<file path="config.mk">
export PLATFORM = sky130hd
export DESIGN_NAME = div_iter
export DESIGN_NICKNAME = d
export VERILOG_FILES = /design/src/rtl/div_pkg.sv /design/src/rtl/div_iter.sv
export SDC_FILE = /design/constraint.sdc
export NUM_CORES = 1
export LEC_CHECK = 0
export ABC_CLOCK_PERIOD_IN_PS = 6600
export BUFFER_PORTS_ARGS = -buffer_cell sky130_fd_sc_hd__buf_2
export CORE_MARGIN = 4
export CORE_UTILIZATION = 61
export CTS_BUF_LIST = sky130_fd_sc_hd__clkbuf_8
export CTS_CLUSTER_DIAMETER = 150
export CTS_CLUSTER_SIZE = 14
export DETAILED_ROUTE_END_ITERATION = 10
export PLACE_DENSITY = 0.82
export SLEW_MARGIN = 5
export SYNTH_ARGS = -nofsm -noshare
export SYNTH_HDL_FRONTEND = slang
export SYNTH_SLANG_ARGS = --single-unit
</file>
<file path="constraint.sdc">
create_clock -name clk -period 6.6 [get_ports clk]
set_input_delay 1.32 -clock clk [delete_from_list [all_inputs] [get_ports clk]]
set_output_delay 1.32 -clock clk [all_outputs]
set_load 0.005 [all_outputs]
</file>
<file path="src/rtl/div_pkg.sv">
// Shared constants and types for the iterative 32-bit divider.
// State encoding, opcode bit positions and datapath widths live here.
package div_pkg;

    localparam int XLEN  = 32;
    localparam int CNT_W = 6;

    localparam int OP_DIV_W  = 0;
    localparam int OP_MOD_W  = 1;
    localparam int OP_DIVU_W = 2;
    localparam int OP_MODU_W = 3;

    localparam logic [3:0] SIGNED_MASK =
        (4'b1 << OP_DIV_W) | (4'b1 << OP_MOD_W);

    localparam logic [CNT_W-1:0] LAST_STEP = CNT_W'(XLEN - 1);

    typedef enum logic [1:0] {
        ST_IDLE = 2'd0,
        ST_CALC = 2'd1,
        ST_DONE = 2'd2
    } state_t;

endpackage

</file>
<file path="src/rtl/div_iter.sv">
// Iterative restoring divider: one quotient bit per cycle on magnitudes,
// sign fix-up on the final step, valid/ready on both sides.
module div_iter
    import div_pkg::*;
(
    input  logic            clk,
    input  logic            rst,
    input  logic            in_valid,
    output logic            in_ready,
    input  logic [3:0]      div_op,
    input  logic [XLEN-1:0] dividend,
    input  logic [XLEN-1:0] divisor,
    output logic            out_valid,
    input  logic            out_ready,
    output logic [XLEN-1:0] quotient,
    output logic [XLEN-1:0] remainder
);

    state_t            state_q, state_d;
    logic [CNT_W-1:0]  cnt_q, cnt_d;
    logic [XLEN-1:0]   rem_q, rem_d;
    logic [XLEN-1:0]   quo_q, quo_d;
    logic [XLEN-1:0]   dvs_q, dvs_d;
    logic              negq_q, negq_d;
    logic              negr_q, negr_d;
    logic              out_valid_q, out_valid_d;
    logic [XLEN-1:0]   quotient_q, quotient_d;
    logic [XLEN-1:0]   remainder_q, remainder_d;

    logic              signed_op;
    logic              a_neg;
    logic              b_neg;
    logic [XLEN-1:0]   a_mag;
    logic [XLEN-1:0]   b_mag;
    logic [XLEN:0]     trial;
    logic [XLEN-1:0]   step_rem;
    logic [XLEN-1:0]   step_quo;

    assign signed_op = |(div_op & SIGNED_MASK);
    assign a_neg     = signed_op & dividend[XLEN-1];
    assign b_neg     = signed_op & divisor[XLEN-1];
    assign a_mag     = a_neg ? (-dividend) : dividend;
    assign b_mag     = b_neg ? (-divisor) : divisor;

    // Borrow out of the trial subtract means the divisor did not fit.
    assign trial    = {rem_q, quo_q[XLEN-1]} - {1'b0, dvs_q};
    assign step_rem = trial[XLEN] ? {rem_q[XLEN-2:0], quo_q[XLEN-1]}
                                  : trial[XLEN-1:0];
    assign step_quo = {quo_q[XLEN-2:0], ~trial[XLEN]};

    always_comb begin
        state_d     = state_q;
        cnt_d       = cnt_q;
        rem_d       = rem_q;
        quo_d       = quo_q;
        dvs_d       = dvs_q;
        negq_d      = negq_q;
        negr_d      = negr_q;
        out_valid_d = out_valid_q;
        quotient_d  = quotient_q;
        remainder_d = remainder_q;
        case (state_q)
            ST_IDLE: begin
                if (in_valid) begin
                    rem_d   = '0;
                    quo_d   = a_mag;
                    dvs_d   = b_mag;
                    // Divide-by-zero keeps the all-ones quotient unsigned.
                    negq_d  = (a_neg ^ b_neg) & (|divisor);
                    negr_d  = a_neg;
                    cnt_d   = '0;
                    state_d = ST_CALC;
                end
            end
            ST_CALC: begin
                rem_d = step_rem;
                quo_d = step_quo;
                cnt_d = cnt_q + 1'b1;
                if (cnt_q == LAST_STEP) begin
                    quotient_d  = negq_q ? (-step_quo) : step_quo;
                    remainder_d = negr_q ? (-step_rem) : step_rem;
                    out_valid_d = 1'b1;
                    state_d     = ST_DONE;
                end
            end
            ST_DONE: begin
                if (out_ready) begin
                    out_valid_d = 1'b0;
                    state_d     = ST_IDLE;
                end
            end
            default: begin
                out_valid_d = 1'b0;
                state_d     = ST_IDLE;
            end
        endcase
    end

    always_ff @(posedge clk or posedge rst) begin
        if (rst) begin
            state_q     <= ST_IDLE;
            cnt_q       <= '0;
            rem_q       <= '0;
            quo_q       <= '0;
            dvs_q       <= '0;
            negq_q      <= 1'b0;
            negr_q      <= 1'b0;
            out_valid_q <= 1'b0;
            quotient_q  <= '0;
            remainder_q <= '0;
        end else begin
            state_q     <= state_d;
            cnt_q       <= cnt_d;
            rem_q       <= rem_d;
            quo_q       <= quo_d;
            dvs_q       <= dvs_d;
            negq_q      <= negq_d;
            negr_q      <= negr_d;
            out_valid_q <= out_valid_d;
            quotient_q  <= quotient_d;
            remainder_q <= remainder_d;
        end
    end

    assign in_ready  = (state_q == ST_IDLE) & ~rst;
    assign out_valid = out_valid_q;
    assign quotient  = quotient_q;
    assign remainder = remainder_q;

endmodule
</file>
==> run summary <==
layout cells sized above 1: 13.6%
CTS Hold Bufs: 0
initial core utilization: 62.6%
via count: 10900
post-synthesis net count: 1546
TritonCTS clock tree: yes
Worst Hold Class: reg -> reg
RSZ-0062 raised after global routing: false
Tmin final: 5920 ps
synthesized cell area: 11800 um^2
# setup viols final: 0
Pre-Repair DR Iteration Count: 6
Rows: 50
WL/cell: 17.2 um
Synth Area per Inst: 8.24 um^2
fmax: 0.169 GHz
Iteration-0 DRC Markers: 1149
most frequent cells in the layout: 210 x o21ai_0, 187 x nand2_1, 171 x dfrtp_1, 135 x buf_2, 78 x nor2_1
Routed Antenna Nets: 0
Reg2Reg Setup Slack: 680 ps
hpwl dp: 22700 um
core area: 18900 um^2
Die X: 147 um
CP max FO: 12
Synth Instances: 1436
CTS-repair resized insts: 0
Top FF cell, synth: dfrtp_1
Die H: 147 um
Setup CP Type: reg -> reg
initial antenna violation count: 0
vias in the first global route: 9946
CP arrival: 6220 ps
Max transition margin: 16.7%
Worst EP required: 6910 ps
CTS H-tree depth: 4
Post-synth ARST share: 100%
Post-synth EDFFs: 0
synthesis-to-finish area growth: 9.91%
clock root buffer: clkbuf_8
synthesized flop and latch total: 171
Critical Path Sink Type: flip-flop
clock transition at the registers of the reported paths: 100 ps
final hold viol count: 0
total grt overflow: 0
CP Launch Type: flip-flop
antenna cells: 0
max-cap viol count: 0
final design utilization: 68.8%
Die Footprint: 21700 um^2
worst slew pin tran: 1240 ps
Hold Worst Slack: 479 ps
Buffers on Ports: 135
TritonCTS Buffers: 17
post-synthesis sequential area ratio: 36.2%
Tcrit/Tclk final: 89.6%
GRT Total Usage: 28.1%
placer congestion estimate: 0.917
routed wire length: 30900 um
Final #Nets: 1631
Slew Limit Fails: 0
Setup TNS: 0 ps
Synth Warn #: 0
clock skew: 14.5 ps
# DRC: 0
first-pass GRT wire length: 50400 um
Post-CTS Setup Bufs: 0
clock tree buffer depth: 2
CTS Sinks: 171
I/O pin total: 138
Netlist cell types: 80
via density per instance: 6.08
pin count of the biggest net entering global routing: 130
worst skew pair latency: 470 ps
outcome: complete, no violations
leading cell type in the layout, fill and taps excluded: o21ai_0
-- registers in the layout, summed over array words and instances (netlist names) --
name	count
cnt_q	6
dvs_q	32
negq_q	1
negr_q	1
out_valid	1
quo_q	32
quotient	32
rem_q	32
remainder	32
state_q	2
-- cell type report --
type / instances / area (um^2)
multi-input combinational: 1132 / 7050
fill: 1671 / 5890
sequential: 171 / 4280
timing repair buffer: 144 / 743
tap: 260 / 325
clock buffer: 17 / 234
inverter: 55 / 211
clock inverter: 15 / 161
-- worst max-delay path, stage by stage, from the launching register on --
cell and delay [ps]:
dfrtp_1 450, ha_1 420, a21o_1 230, a21o_1 190, a21oi_1 430, o21ai_1 230
o31ai_4 480, nand2_2 260, o21ai_0 380, ha_1 280, nand2_1 60, a211o_1 260
or4_1 510, nor4_2 450, a41oi_1 300, or2_1 370, o21ai_0 220, xnor2_1 140
o21ai_1 70
-- logic make-up (layout without fill, tap and decap cells) --
| group | count (synthesis) | count (layout) | share of synthesized area, % |
|---|---|---|---|
| and+or+nand+nor | 473 | 473 | 19.2 |
| AOI/OAI and AO/OA | 456 | 456 | 23.6 |
| DFF | 171 | 171 | 36.2 |
| xor gates and xnor gates | 136 | 136 | 10.1 |
| buffers and inverters | 133 | 231 | 4.44 |
| adders and majority gates | 38 | 38 | 4.08 |
| muxes | 29 | 29 | 2.48 |
-- synth_stat cells, types with 35 or more instances --
cell | count | area share, %
dfrtp_1 | 171 | 36
nor3_1 | 35 | 1.5
nor2_1 | 79 | 2.5
o21ai_0 | 210 | 8.9
xor2_1 | 73 | 5.4
nand3_1 | 45 | 1.9
nand2_1 | 190 | 6.0
xnor2_1 | 63 | 4.7
clkbuf_1 | 63 | 2.0
ha_1 | 37 | 3.9
inv_1 | 55 | 1.7
a21oi_1 | 70 | 3.0
-- path summary, 6_finish.rpt --
kind / cells past startpoint / start / to
worst min register to register: 2 / remainder[24] / remainder[24]
worst max-delay path: 18 / rem_q[24] / remainder[30]
worst max register to register: 18 / rem_q[24] / remainder[30]
min in group asynchronous: 2 / rst / cnt_q[4]
worst min-delay path: 2 / remainder[24] / remainder[24]
max in group asynchronous: 3 / rst / dvs_q[12]
-- routing by layer --
| layer | wire [um] | track usage (%) |
|---|---|---|
| met2 | 13400 | 41.0 |
| met1 | 14600 | 43.4 |
| met3 | 2580 | 5.00 |
| met5 | 0 | 0 |
| met4 | 330 | 7.04 |
-- through the flow --
| step | setup WS (ps) | instance area, um^2 | cells |
|---|---|---|---|
| after floorplan | 648 | 11800 | 1436 |
| after global placement | 946 | 12600 | 1762 |
| after detailed placement | 814 | 12600 | 1762 |
| after CTS | 790 | 13000 | 1794 |
| after global routing | 448 | 13000 | 1794 |
| final | 684 | 13000 | 1794 |
Power is left out: the tool's default activity adds up to more than one toggle a clock period on the data nets, which glitch-free logic cannot reach.
